<file path="config.mk">
export PLATFORM = sky130hd
export DESIGN_NAME = cell_ram_arbiter
export DESIGN_NICKNAME = d
export VERILOG_FILES = /design/src/rtl/cell_arb_pkg.sv /design/src/rtl/cell_arb_rd_pipe.sv /design/src/rtl/cell_ram_arbiter.sv
export SDC_FILE = /design/constraint.sdc
export NUM_CORES = 1
export LEC_CHECK = 0
export CORE_MARGIN = 4
export CORE_UTILIZATION = 32
export CTS_CLUSTER_DIAMETER = 30
export CTS_CLUSTER_SIZE = 8
export DETAILED_ROUTE_END_ITERATION = 8
export PLACE_DENSITY = 0.95
export RECOVER_POWER = 25
export SETUP_SLACK_MARGIN = 0.4
export SYNTH_ARGS = -nofsm -noshare
export SYNTH_HDL_FRONTEND = slang
export SYNTH_SLANG_ARGS = --single-unit
</file>
<file path="constraint.sdc">
create_clock -name Clk -period 1.9 [get_ports Clk]
set_input_delay 0.38 -clock Clk [delete_from_list [all_inputs] [get_ports Clk]]
set_output_delay 0.38 -clock Clk [all_outputs]
set_load 0.05 [all_outputs]
</file>
<file path="src/rtl/cell_arb_pkg.sv">
`default_nettype none
// ============================================================================
//  Module      : cell_arb_pkg
//  Description : Shared types and helpers for the cell RAM arbiter.
//                req_id_t names the three requesters (bit index into req/gnt),
//                rd_tag_t is one entry of the read-return tag pipeline.
//  Revision    : 1.0  initial release
// ============================================================================
package cell_arb_pkg;

  localparam int NUM_REQ = 3;

  typedef enum logic [1:0] {
    REQ_VGA = 2'd0,
    REQ_ENG = 2'd1,
    REQ_CPU = 2'd2
  } req_id_t;

  typedef struct packed {
    logic    valid;
    req_id_t id;
  } rd_tag_t;

  // Saturating 16-bit increment used by the statistics counters.
  function automatic logic [15:0] sat_inc16(input logic [15:0] v);
    return (v == 16'hFFFF) ? v : v + 16'd1;
  endfunction

endpackage
`default_nettype wire

</file>
<file path="src/rtl/cell_arb_rd_pipe.sv">
`default_nettype none
// ============================================================================
//  Module      : cell_arb_rd_pipe
//  Description : RD_LAT-deep shift register of read tags. A tag entering on
//                in_tag appears on out_tag exactly RD_LAT cycles later, in
//                step with the RAM read data it belongs to.
//  Ports       : clk     - clock
//                rst     - asynchronous active-high clear of all stages
//                in_tag  - tag pushed this cycle (valid=0 for no read)
//                out_tag - tag leaving the pipeline this cycle
//  Revision    : 1.0  initial release
// ============================================================================
module cell_arb_rd_pipe
  import cell_arb_pkg::*;
#(
  parameter int RD_LAT = 2
) (
  input  logic    clk,
  input  logic    rst,
  input  rd_tag_t in_tag,
  output rd_tag_t out_tag
);

  rd_tag_t stage_q [RD_LAT];

  always_ff @(posedge clk or posedge rst) begin
    if (rst) begin
      for (int i = 0; i < RD_LAT; i++) begin
        stage_q[i] <= '0;
      end
    end else begin
      stage_q[0] <= in_tag;
      for (int i = 1; i < RD_LAT; i++) begin
        stage_q[i] <= stage_q[i-1];
      end
    end
  end

  assign out_tag = stage_q[RD_LAT-1];

endmodule
`default_nettype wire

</file>
<file path="src/rtl/cell_ram_arbiter.sv">
`default_nettype none
// ============================================================================
//  Module      : cell_ram_arbiter
//  Description : Arbitrates the single-port Game-of-Life cell RAM between
//                VGA scanout (fixed priority, starvation-guarded), the life
//                engine and the CPU bridge (round-robin between those two).
//                The command is issued combinationally in the grant cycle;
//                read data returns RD_LAT cycles later tagged in rvalid.
//  Ports       : Clk, Reset_h           - clock, async active-high reset
//                req/we/addr/wdata      - per-requester command (bit/slice
//                                         0=VGA, 1=ENG, 2=CPU)
//                gnt, rvalid, rdata     - grant and tagged read return
//                ram_en/we/addr/wdata   - RAM command
//                ram_rdata              - RAM read data
//  Options     : define CELL_ARB_STATS_EN to add stat_clr input and the
//                saturating grant counters stat_gnt_vga/eng/cpu, stat_forced.
//  Revision    : 1.0  initial release
// ============================================================================
module cell_ram_arbiter
  import cell_arb_pkg::*;
#(
  parameter int ADDR_W     = 13,
  parameter int DATA_W     = 32,
  parameter int RD_LAT     = 2,
  parameter int STARVE_MAX = 15
) (
  input  logic                      Clk,
  input  logic                      Reset_h,
  input  logic [NUM_REQ-1:0]        req,
  input  logic [NUM_REQ-1:0]        we,
  input  logic [NUM_REQ*ADDR_W-1:0] addr,
  input  logic [NUM_REQ*DATA_W-1:0] wdata,
  output logic [NUM_REQ-1:0]        gnt,
  output logic [NUM_REQ-1:0]        rvalid,
  output logic [DATA_W-1:0]         rdata,
  output logic                      ram_en,
  output logic                      ram_we,
  output logic [ADDR_W-1:0]         ram_addr,
  output logic [DATA_W-1:0]         ram_wdata,
  input  logic [DATA_W-1:0]         ram_rdata
`ifdef CELL_ARB_STATS_EN
  ,
  input  logic                      stat_clr,
  output logic [15:0]               stat_gnt_vga,
  output logic [15:0]               stat_gnt_eng,
  output logic [15:0]               stat_gnt_cpu,
  output logic [15:0]               stat_forced
`endif
);

  localparam int                CNT_W      = $clog2(STARVE_MAX + 1);
  localparam logic [CNT_W-1:0]  STARVE_LIM = CNT_W'(STARVE_MAX);

  req_id_t          rr_ptr;
  logic [CNT_W-1:0] starve_cnt;

  req_id_t lo_id;
  req_id_t win_id;
  logic    low_pend;
  logic    forced;
  logic    grant_vga;
  logic    grant_low;
  logic    grant_any;

  rd_tag_t push_tag;
  rd_tag_t exit_tag;
  logic [DATA_W-1:0] rdata_hold;

  // --------------------------------------------------------------------------
  // Grant decision and RAM command mux
  // --------------------------------------------------------------------------
  always_comb begin
    low_pend = req[1] | req[2];

    // Round-robin pointer only matters when both low-priority sides ask.
    if (req[1] && req[2]) begin
      lo_id = rr_ptr;
    end else if (req[1]) begin
      lo_id = REQ_ENG;
    end else begin
      lo_id = REQ_CPU;
    end

    forced    = req[0] && low_pend && (starve_cnt == STARVE_LIM);
    // Grants are suppressed while reset is held so no RAM command escapes.
    grant_vga = !Reset_h && req[0] && !forced;
    grant_low = !Reset_h && low_pend && (!req[0] || forced);
    grant_any = grant_vga || grant_low;
    win_id    = grant_vga ? REQ_VGA : lo_id;

    gnt       = '0;
    ram_en    = grant_any;
    ram_we    = 1'b0;
    ram_addr  = '0;
    ram_wdata = '0;

    if (grant_any) begin
      case (win_id)
        REQ_VGA: begin
          gnt[0]    = 1'b1;
          ram_we    = we[0];
          ram_addr  = addr[0 +: ADDR_W];
          ram_wdata = wdata[0 +: DATA_W];
        end
        REQ_ENG: begin
          gnt[1]    = 1'b1;
          ram_we    = we[1];
          ram_addr  = addr[ADDR_W +: ADDR_W];
          ram_wdata = wdata[DATA_W +: DATA_W];
        end
        default: begin
          gnt[2]    = 1'b1;
          ram_we    = we[2];
          ram_addr  = addr[2*ADDR_W +: ADDR_W];
          ram_wdata = wdata[2*DATA_W +: DATA_W];
        end
      endcase
    end

    push_tag.valid = grant_any && !ram_we;
    push_tag.id    = win_id;
  end

  // --------------------------------------------------------------------------
  // Round-robin pointer and starvation counter
  // --------------------------------------------------------------------------
  always_ff @(posedge Clk or posedge Reset_h) begin
    if (Reset_h) begin
      rr_ptr <= REQ_ENG;
    end else if (grant_low) begin
      rr_ptr <= (lo_id == REQ_ENG) ? REQ_CPU : REQ_ENG;
    end
  end

  always_ff @(posedge Clk or posedge Reset_h) begin
    if (Reset_h) begin
      starve_cnt <= '0;
    end else if (grant_low || !low_pend) begin
      starve_cnt <= '0;
    end else if (grant_vga && (starve_cnt != STARVE_LIM)) begin
      starve_cnt <= starve_cnt + CNT_W'(1);
    end
  end

  // --------------------------------------------------------------------------
  // Read return: the tag leaves the pipe in the cycle the RAM presents the
  // data, so rdata bypasses ram_rdata then and holds the captured value after.
  // --------------------------------------------------------------------------
  cell_arb_rd_pipe #(
    .RD_LAT (RD_LAT)
  ) u_rd_pipe (
    .clk     (Clk),
    .rst     (Reset_h),
    .in_tag  (push_tag),
    .out_tag (exit_tag)
  );

  always_ff @(posedge Clk or posedge Reset_h) begin
    if (Reset_h) begin
      rdata_hold <= '0;
    end else if (exit_tag.valid) begin
      rdata_hold <= ram_rdata;
    end
  end

  always_comb begin
    rvalid = '0;
    if (exit_tag.valid) begin
      rvalid = NUM_REQ'(1) << exit_tag.id;
    end
    rdata = exit_tag.valid ? ram_rdata : rdata_hold;
  end

`ifdef CELL_ARB_STATS_EN
  // --------------------------------------------------------------------------
  // Saturating grant statistics
  // --------------------------------------------------------------------------
  always_ff @(posedge Clk or posedge Reset_h) begin
    if (Reset_h) begin
      stat_gnt_vga <= '0;
      stat_gnt_eng <= '0;
      stat_gnt_cpu <= '0;
      stat_forced  <= '0;
    end else if (stat_clr) begin
      stat_gnt_vga <= '0;
      stat_gnt_eng <= '0;
      stat_gnt_cpu <= '0;
      stat_forced  <= '0;
    end else begin
      if (gnt[0]) stat_gnt_vga <= sat_inc16(stat_gnt_vga);
      if (gnt[1]) stat_gnt_eng <= sat_inc16(stat_gnt_eng);
      if (gnt[2]) stat_gnt_cpu <= sat_inc16(stat_gnt_cpu);
      if (forced && grant_low) stat_forced <= sat_inc16(stat_forced);
    end
  end
`endif

endmodule
`default_nettype wire

</file>
==> results of run 1 <==
==> through the flow <==
step	setup TNS [ns]	utilization	worst slack (ns)	hold WS, ns	instances
floorplan	0	-	0.0100	0.331	246
global placement	-25.27	0.835	-0.557	0.333	625
detailed placement	-30.02	0.835	-0.658	0.341	625
CTS	-21.44	0.913	-0.464	0.357	656
==> repair_timing <==
item                       in CTS
pin swaps                      23
buffers inserted               16
setup endpoints to repair      90
cloned                          7
resized for setup              92
==> cells by family after synthesis <==
family | after synthesis | synth area share
AOI/OAI and AO/OA | 110 | 0.355
adders and majority gates | 1 | 0.00433
buffers and inverters | 29 | 0.0668
DFF | 44 | 0.382
muxes | 33 | 0.129
and+or+nand+nor | 29 | 0.0637
==> routing by layer <==
metal,global-route usage,overflow
met3,0.398,0
met2,0.826,0
met5,0.0769,0
met4,0.561,1
met1,0.525,0
==> metrics.cfg, run 1 <==
[yosys]
synth_edf_count=0
yosysMostFrequentCell=a22oi_1
syn_nets=422
synth_top_area_share=0.373
synthCells=246
yosys-top-cells-area=dfrtp_1 37%, mux2_2 13%, a22oi_1 12%
avgSynthCellArea_um2=11.7
synth.largest_area_cell=dfrtp_1
netlist-cell-type-count=39
yosysSeqAreaShare=0.382
synthesis.area_um2=2890
ys_warn_count=0
synth_ff_type=dfrtp_1
async_flop_share=1.00
ys_ff_latch=44
ys_top_cells_by_count=46 x a22oi_1, 43 x dfrtp_1, 33 x mux2_2

[global_route]
grt_usage=0.576
antenna_found_initial=2
grt_overflow=1
grt_max_degree=47

[floorplan]
std_cell_rows=34
dieHeight_um=103
start_util=0.329
io_pins=260
die_x_um=103

[clocking]
clockRootBuffer=clkbuf_8
numCtsBuffers=5
cts_max_level=2
cts.sinks=44
cts_hold_buf=0
clk_path_buf_depth=2

[place]
place_area_um2=7320
dp_hpwl_mm=13.0
io_buffers=259
gp_congestion=0.837

[run_status]
lastStage=global routing
outcome=aborted with a tool error
firstError=[ERROR GRT-0232] Routing congestion too high. Check the congestion heatmap in the GUI.

[timing]
crit_endpoint=ram_wdata[20]
worst-endpoint-pin-kind=top-level output

==> run 2, diff against run 1 <==
--- a/config.mk
+++ b/config.mk
@@ -6,13 +6,10 @@
 export NUM_CORES = 1
 export LEC_CHECK = 0
 export CORE_MARGIN = 4
-export CORE_UTILIZATION = 32
-export CTS_CLUSTER_DIAMETER = 30
-export CTS_CLUSTER_SIZE = 8
+export CORE_UTILIZATION = 24
 export DETAILED_ROUTE_END_ITERATION = 8
-export PLACE_DENSITY = 0.95
+export PLACE_DENSITY_LB_ADDON = 0.15
 export RECOVER_POWER = 25
-export SETUP_SLACK_MARGIN = 0.4
 export SYNTH_ARGS = -nofsm -noshare
 export SYNTH_HDL_FRONTEND = slang
 export SYNTH_SLANG_ARGS = --single-unit
==> metrics.cfg, run 2 <==
[detailed_routing]
maxUsedRoutingLayer=met4
wl_met3_mm=1.22
wire_per_inst_um=21.1
route.antenna.remaining_nets=0
drt_iter0_drc=101
drcViolationCount=0
viasPerCell=4.97
vias=3421
totalWireLength_mm=14.5
met2_length_mm=7.79
firstDrtPassIters=4
wl_met1_mm=5.17

[finish]
syn2layout_area_growth_pct=183
multi_input_area_um2=2520
n_fill_cell=780
largest-register=rdata_hold
reg_top3=rdata_hold (32), starve_cnt (4)
drive_above_1_share=0.457
largest_register_ff_count=32
diodes=0
fin_util=0.702
seqCellArea_um2=1100
fin_nets=720
final_common_cell=clkdlybuf4s50_1
final_cell_mix=171 x clkdlybuf4s50_1, 93 x buf_12, 43 x o2bb2ai_4, 43 x dfrtp_1

[place]
dp_hpwl_mm=10.8  ; -17%
gp_congestion=0.789  ; -5.8%
dp_slack_ns=-0.585  ; +0.0737 ns
io_buffers=259  ; unchanged

[power]
leakage_nw=3.11
peakVddDrop_v=0.000411
powerDensity_nw_per_um2=680

[clocking]
clock_latency_ns=0.29
numCtsBuffers=5  ; unchanged
cts_hold_buf=0  ; unchanged
clkTransAtPathRegs_ns=0.07
cts.sinks=44  ; unchanged
cts_tree=yes
clk_path_buf_depth=2  ; unchanged
clockRootBuffer=clkbuf_16
cts_max_level=2  ; unchanged

[global_route]
grt_pass1_wl_mm=22.1
grt_max_degree=44
grt_overflow=0
antenna_found_initial=0
grt_usage=0.200
grt_pass1_vias=4001

[yosys]
avgSynthCellArea_um2=11.7  ; unchanged
async_flop_share=1.00  ; unchanged
ys_ff_latch=44  ; unchanged
yosysSeqAreaShare=0.382  ; unchanged
ys_warn_count=0  ; unchanged
synth_edf_count=0  ; unchanged
synth_top_area_share=0.373  ; unchanged
synth.largest_area_cell=dfrtp_1
netlist-cell-type-count=39  ; unchanged
syn_nets=422  ; unchanged
yosys-top-cells-area=dfrtp_1 37%, mux2_2 13%, a22oi_1 12%
yosysMostFrequentCell=a22oi_1
synth_ff_type=dfrtp_1
ys_top_cells_by_count=46 x a22oi_1, 43 x dfrtp_1, 33 x mux2_2
synthesis.area_um2=2890  ; unchanged
synthCells=246  ; unchanged

[floorplan]
dieHeight_um=118  ; +14%
die_area_um2=13800
std_cell_rows=39  ; +15%
die_x_um=118  ; +14%
start_util=0.249  ; -0.0808
io_pins=260  ; unchanged
coreArea_um2=11600

[timing]
worst_clock_skew_ns=0.00721
worstMarginPinSlew_ns=0.683
period_needed_ns=2.33
whs_ns=0.356
report.final.hold_viol_count=0
rsz0062_at_grt=true
final-max-slew-violation-count=0
fin_setup_tns_ns=-26.56
relSlewSlack=0.545
max_freq_mhz=429
final-setup-viol-count=78
fin_ws_ns=-0.430
period_share=1.23

[run_status]
outcome=finished with violations
violations=setup timing

[setup_path]
worstPathRequired_ns=1.52
worstPathMaxFanout=8
end_kind=output pin
cp-start-kind=flip-flop
criticalPathCategory=flip-flop to output pin
arrival_ns=1.95

[flow_run]
maxCapViolCount=0

[worst_hold_path]
hp-class=flip-flop to flip-flop

run 2: final cells by class:
type,count,share of cell area
flip-flops and latches,44,0.135
multi-input cells,174,0.308
clock inverters,3,0.00291
well taps,143,0.0219
clock buffers,5,0.0153
inverters,3,0.00138
repair buffers,316,0.515
run 2: cells by family (layout without fill, tap and decap cells):
group,count (synthesis),in the layout,share of synthesized area
AO/OA/AOI/OAI,110,111,0.355
flip-flops,44,44,0.382
multiplexers,33,33,0.129
AND/OR/NAND/NOR,29,29,0.0637
buffers and inverters,29,327,0.0668
adder cells (fa/ha/maj),1,1,0.00433
run 2: path summary, 6_finish.rpt:
| kind | start | endpoint | slack, ns | depth (start not counted) |
|---|---|---|---|---|
| max | starve_cnt[0] | ram_wdata[20] | -0.43 | 7 |
| min | u_rd_pipe.stage_q[5] | u_rd_pipe.out_tag[2] | 0.36 | 0 |
| max reg2reg | rr_ptr[0] | rr_ptr[0] | 0.17 | 8 |
| min reg2reg | u_rd_pipe.stage_q[5] | u_rd_pipe.out_tag[2] | 0.36 | 0 |
| max in group asynchronous | Reset_h | rdata_hold[26] | 0.58 | 5 |
| min in group asynchronous | Reset_h | starve_cnt[2] | 0.57 | 4 |
run 2: per-stage QoR:
| stage | cells | power [mW] | cell area [um^2] |
|---|---|---|---|
| 5_1_grt | 688 | 5.77 | 8160 |
| 4_1_cts | 682 | 5.59 | 7940 |
| 6_report | 688 | 5.55 | 8160 |
| 2_1_floorplan | 246 | 2.79 | 3420 |
| 3_3_place_gp | 655 | 4.46 | 7230 |
| 3_5_place_dp | 655 | 4.51 | 7230 |
run 2: power breakdown:
part | internal (mW) | leakage [nW] | total (mW) | switching, mW
clock network | 0.488 | 0.0660 | 0.845 | 0.356
registers | 1.11 | 0.528 | 1.16 | 0.0508
logic | 1.79 | 2.52 | 3.54 | 1.75
run 2: critical path: stages, from the launching register on:
cell and delay [ns]:
dfrtp_1 0.39, ha_4 0.19, buf_6 0.11, nand3_4 0.10, a21o_4 0.34, clkbuf_16 0.21, o2bb2ai_4 0.16, buf_12 0.15
run 2: layer usage:
layer,global-route usage,vias to the layer above
met5,0,-
met4,0.0564,0
met3,0.0692,25
met2,0.374,172
met1,0.211,1645
li1,-,1579
run 2: repair_timing:
action                                 in CTS  in global routing
setup buffers                              14                  6
setup endpoints to repair                  50                 50
cloned                                      6                  3
pin swaps                                  17                 51
endpoints found under the hold margin       0                  0
resized for setup                          56                 42
Note: power is estimated with default switching activity, not from simulation.
==> run 3, diff against run 2 <==
--- a/config.mk
+++ b/config.mk
@@ -5,11 +5,13 @@
 export SDC_FILE = /design/constraint.sdc
 export NUM_CORES = 1
 export LEC_CHECK = 0
+export CORE_ASPECT_RATIO = 0.6
 export CORE_MARGIN = 4
 export CORE_UTILIZATION = 24
 export DETAILED_ROUTE_END_ITERATION = 8
 export PLACE_DENSITY_LB_ADDON = 0.15
 export RECOVER_POWER = 25
+export REMOVE_ABC_BUFFERS = 1
 export SYNTH_ARGS = -nofsm -noshare
 export SYNTH_HDL_FRONTEND = slang
 export SYNTH_SLANG_ARGS = --single-unit
==> constraint.sdc (replaced) <==
create_clock -name Clk -period 2.7 [get_ports Clk]
set_input_delay 0.54 -clock Clk [delete_from_list [all_inputs] [get_ports Clk]]
set_output_delay 0.54 -clock Clk [all_outputs]
set_load 0.05 [all_outputs]
==> metrics.cfg, run 3 (synthesized netlist as in run 2, its figures left out) <==
[setup_path]
end_kind=output pin
criticalPathCategory=input port to output pin
cp-start-kind=input port
crit_path_cell_trace=dlygate4sd2_1, clkbuf_1, o2111ai_2, a21oi_4, buf_12, nor2_4, buf_6, o2bb2ai_2, buf_12
worstPathMaxFanout=6  ; -2
critPathSlowestCell=dlygate4sd2_1
worstPathRequired_ns=2.16  ; +0.64 ns
max_stage_delay_ns=0.27  ; -0.12 ns
arrival_ns=2.07  ; +0.12 ns
crit_top_cell=buf_12

[detailed_routing]
firstDrtPassIters=4  ; unchanged
wire_per_inst_um=19.7  ; -6.6%
viasPerCell=4.69  ; -5.8%
drcViolationCount=0  ; unchanged
route.antenna.remaining_nets=0  ; unchanged
vias=3191  ; -6.7%
drt_iter0_drc=122  ; +21%
totalWireLength_mm=13.4  ; -7.6%

[timing]
report.final.hold_viol_count=0  ; unchanged
final-setup-viol-count=0  ; -100%
whs_ns=0.349  ; -0.00689 ns
period_needed_ns=2.61
fin_setup_tns_ns=0  ; +26.56 ns
worstMarginPinSlew_ns=1.01  ; +0.324 ns
final-max-slew-violation-count=0  ; unchanged
max_freq_mhz=383
period_share=0.968
worst_clock_skew_ns=0.00503  ; -0.00218 ns
relSlewSlack=0.329  ; -0.216

[place]
dpl.cell_count=661  ; +0.92%
dp_hpwl_mm=10.7  ; -0.52%
io_buffers=259  ; unchanged
gp_congestion=0.842  ; +6.7%
place_area_um2=6590  ; -8.8%

[run_status]
outcome=complete, no violations

[finish]
reg_top3=rdata_hold (32), starve_cnt (4)
drive_above_1_share=0.309  ; -0.148
largest-register=rdata_hold
final_cell_mix=171 x clkdlybuf4s50_1, 96 x buf_12, 46 x a22oi_1
fin_nets=696  ; -3.3%
final_common_cell=clkdlybuf4s50_1
syn2layout_area_growth_pct=141
largest_register_ff_count=32  ; unchanged
layout.cells.non_filler=681  ; -1.0%
diodes=0  ; unchanged
stdcell_area_um2=6950  ; -15%

[floorplan]
die_area_um2=13900  ; +0.41%
die_x_um=150  ; +27%
io_pins=260  ; unchanged
std_cell_rows=30  ; -23%
start_util=0.250  ; +0.00194
coreArea_um2=11500  ; -0.77%
dieHeight_um=93.0  ; -21%

[clocking]
cts_max_level=2  ; unchanged
cts_hold_buf=0  ; unchanged
clk_path_buf_depth=2  ; unchanged
clock_latency_ns=0.28  ; about the same
numCtsBuffers=5  ; unchanged
clockRootBuffer=clkbuf_16
cts_tree=yes
cts.sinks=44  ; unchanged
clkTransAtPathRegs_ns=0.06  ; about the same

[global_route]
grt_pass1_wl_mm=19.6  ; -11%
grt_usage=0.183  ; -0.0174
grt_max_degree=43  ; -2.3%
grt_overflow=0  ; unchanged
antenna_found_initial=0  ; unchanged
grt_pass1_vias=3347  ; -16%

[worst_hold_path]
hp-class=flip-flop to flip-flop

[power]
leakage_nw=2.74  ; -12%
peakVddDrop_v=0.000407  ; -0.96%
powerDensity_nw_per_um2=535  ; -21%
total_power_mw=3.72  ; -33%

[flow_run]
maxCapViolCount=0  ; unchanged

-- run 3: critical path: cells and delay by family --
kind | cells | cell delay [ns]
AO/OA/AOI/OAI | 3 | 0.50
AND/OR/NAND/NOR | 1 | 0.14
buffers and inverters | 5 | 0.88
-- run 3: area by class of cell --
| class | instances | area, um^2 |
|---|---|---|
| clock buffers | 6 | 139 |
| clock inverters | 2 | 38.8 |
| flip-flops and latches | 44 | 1100 |
| fillers | 940 | 4570 |
| well taps | 160 | 200 |
| inverters | 3 | 11.3 |
| multi-input cells | 176 | 1650 |
| repair buffers | 290 | 3810 |
-- run 3: where the power goes --
part	total, mW	switching [mW]	internal, mW
sequential	0.825	0.0415	0.784
clock	0.713	0.250	0.463
combinational	2.18	1.09	1.09
-- run 3: path summary, 6_finish.rpt --
path                            cells after the start            startpoint  slack [ns]              endpoint
max in group asynchronous                           5               Reset_h        0.68        rdata_hold[26]
worst min-delay path                                0  u_rd_pipe.stage_q[5]        0.35  u_rd_pipe.out_tag[2]
worst max register to register                      6         starve_cnt[0]        0.91             rr_ptr[0]
min in group asynchronous                           4               Reset_h        0.82             rr_ptr[1]
worst min register to register                      0  u_rd_pipe.stage_q[5]        0.35  u_rd_pipe.out_tag[2]
worst max-delay path                                9                req[2]        0.09          ram_addr[11]
-- run 3: repair_timing --
action	4_1_cts	5_1_grt
gates resized for setup	5	6
cloned	3	0
setup buffers	3	6
setup endpoints to repair	48	48
pin swaps	4	4
-- run 3: metal layers --
| layer | wire length (um) | GRT usage | vias to the layer above | part of all wire |
|---|---|---|---|---|
| li1 | - | - | 1527 | - |
| met5 | 0 | 0 | - | 0 |
| met4 | 157 | 0.0282 | 0 | 0.012 |
| met2 | 6960 | 0.307 | 101 | 0.52 |
| met1 | 5640 | 0.245 | 1549 | 0.42 |
| met3 | 685 | 0.0425 | 14 | 0.051 |
-- run 3: through the flow --
stage / utilization / setup WS [ns]
floorplan: - / -0.338
global placement: 0.572 / -0.416
detailed placement: 0.572 / -0.517
CTS: 0.594 / 0.00678
global route: 0.603 / -0.00367
finish: 0.603 / 0.0858
==> run 4, diff against run 3 <==
==> constraint.sdc (replaced) <==
create_clock -name Clk -period 2.7 [get_ports Clk]
set_input_delay 0.675 -clock Clk [delete_from_list [all_inputs] [get_ports Clk]]
set_output_delay 0.675 -clock Clk [all_outputs]
set_load 0.05 [all_outputs]
==> metrics.cfg, run 4 (synthesized netlist as in run 2, its figures left out) <==
[floorplan]
io_pins=260  ; unchanged
start_util=0.250  ; unchanged
die_area_um2=13900  ; unchanged
coreArea_um2=11500  ; unchanged
die_x_um=150  ; unchanged
std_cell_rows=30  ; unchanged
dieHeight_um=93.0  ; unchanged

[power]
leakage_nw=2.85  ; +4.3%
combPwrFrac=0.622  ; +0.035
seq_power_share=0.223  ; about the same
total_power_mw=3.71  ; -0.38%
switching_share=0.383  ; +0.0115
p_switching_mw=1.42  ; +2.7%
peakVddDrop_v=0.000313  ; -23%
clkPwrFrac=0.155  ; -0.037
p_int_mw=2.29  ; -2.2%
powerDensity_nw_per_um2=505  ; -5.7%

[detailed_routing]
totalWireLength_mm=14.0  ; +3.9%
vias=3251  ; +1.9%
viasPerCell=4.75  ; +1.3%
route.antenna.remaining_nets=0  ; unchanged
drt_iter0_drc=140  ; +15%
firstDrtPassIters=4  ; unchanged
drcViolationCount=0  ; unchanged
wire_per_inst_um=20.4  ; +3.3%

[setup_path]
arrival_ns=2.00  ; -0.07 ns
end_kind=output pin
worstPathMaxFanout=13  ; +7
criticalPathCategory=input port to output pin
cp.buffers_inverters=5  ; unchanged
crit_path_cell_trace=buf_4, buf_6, o2111ai_4, a21oi_4, nor2_8, buf_4, buf_12, o2bb2ai_1, buf_12
cp-start-kind=input port
critPathSlowestCell=o2111ai_4
worstPathRequired_ns=2.03  ; -0.13 ns
max_stage_delay_ns=0.21  ; -0.06 ns
crit_family=buffers and inverters

[timing]
whs_ns=0.347  ; -0.00120 ns
period_needed_ns=2.68  ; +0.0642 ns
relSlewSlack=0.647  ; +0.319
max_freq_mhz=373  ; -2.4%
period_share=0.992  ; +0.0238
final-max-slew-violation-count=0  ; unchanged
final-setup-viol-count=0  ; unchanged
fin_setup_tns_ns=0  ; unchanged
fin_ws_ns=0.0216  ; -0.0642 ns
rsz0062_at_grt=true
report.final.hold_viol_count=0  ; unchanged
worst_clock_skew_ns=0.00560  ; +0.000561 ns
worstMarginPinSlew_ns=0.529  ; -0.478 ns

[global_route]
grt_pass1_vias=3428  ; +2.4%
antenna_found_initial=0  ; unchanged
grt_pass1_wl_mm=19.8  ; +0.95%
grt_overflow=0  ; unchanged
grt_max_degree=43  ; unchanged
grt_usage=0.183  ; about the same

[finish]
syn2layout_area_growth_pct=154
fin_nets=701  ; +0.72%
layout.cells.non_filler=685  ; +0.59%
diodes=0  ; unchanged
largest-register=rdata_hold
final_common_cell=clkdlybuf4s50_1
reg_top3=rdata_hold (32), starve_cnt (4)
final_cell_mix=170 x clkdlybuf4s50_1, 96 x buf_12, 41 x dfrtp_1
drive_above_1_share=0.383  ; +0.0738
largest_register_ff_count=32  ; unchanged
stdcell_area_um2=7340  ; +5.6%
fin_util=0.637  ; +0.0339

[place]
place_area_um2=6640  ; +0.80%
gp_congestion=0.849  ; +0.80%
io_buffers=259  ; unchanged
dpl.cell_count=663  ; +0.30%
dp_slack_ns=-0.397  ; +0.120 ns
dp_hpwl_mm=10.9  ; +1.6%

[clocking]
clk_path_buf_depth=2  ; unchanged
clockRootBuffer=clkbuf_16
clkTransAtPathRegs_ns=0.06  ; about the same
numCtsBuffers=5  ; unchanged
clock_latency_ns=0.28  ; about the same
cts.sinks=44  ; unchanged
cts_max_level=2  ; unchanged
cts_tree=yes
cts_hold_buf=0  ; unchanged

[flow_run]
maxCapViolCount=0  ; unchanged

[run_status]
outcome=complete, no violations

[worst_hold_path]
hp-class=flip-flop to flip-flop

run 4: power groups by stage:
stage | Combinational (mW) | Sequential, mW | Clock [mW]
final | 2.30 | 0.827 | 0.575
after global routing | 2.39 | 0.842 | 0.627
after CTS | 2.29 | 0.831 | 0.591
after detailed placement | 2.20 | 0.844 | 0
after global placement | 2.19 | 0.835 | 0
after floorplan | 0.988 | 0.834 | 0
run 4: layout make-up:
type | count | area, um^2
clock buffers | 5 | 125
clock inverters | 2 | 12.5
fillers | 871 | 4180
inverters | 3 | 11.3
multi-input cells | 173 | 1890
flip-flops and latches | 44 | 1100
well taps | 160 | 200
repair buffers | 298 | 3990
run 4: what timing repair did:
action | CTS | global route
buffers inserted | 10 | 2
gates resized for setup | 35 | 32
pin swaps | 4 | 23
setup endpoints to repair | 49 | 41
gates cloned | 3 | 3
run 4: per-layer routing:
layer  GRT usage  up-vias  share of wire
li1            -     1535              -
met1       0.235     1605           0.41
met2       0.318       99           0.52
met3      0.0430       12          0.052
met4      0.0305        0          0.013
met5           0        -              0
run 4: path summary, 6_finish.rpt:
kind	startpoint	end	slack (ns)	depth (start not counted)
max in group asynchronous	Reset_h	starve_cnt[2]	1.26	4
worst max register to register	rr_ptr[0]	rr_ptr[0]	0.91	8
worst min-delay path	u_rd_pipe.stage_q[5]	u_rd_pipe.out_tag[2]	0.35	0
worst min register to register	u_rd_pipe.stage_q[5]	u_rd_pipe.out_tag[2]	0.35	0
min in group asynchronous	Reset_h	rr_ptr[1]	0.66	3
worst max-delay path	req[2]	ram_wdata[16]	0.02	9
run 4: worst reg2reg max path, stage by stage, from the launching register on:
cell      delay (ns)
dfstp_2         0.57
buf_12          0.12
nand2b_4        0.06
a21boi_4        0.22
buf_12          0.16
buf_4           0.12
nor2b_2         0.20
buf_4           0.14
o21ba_2         0.14
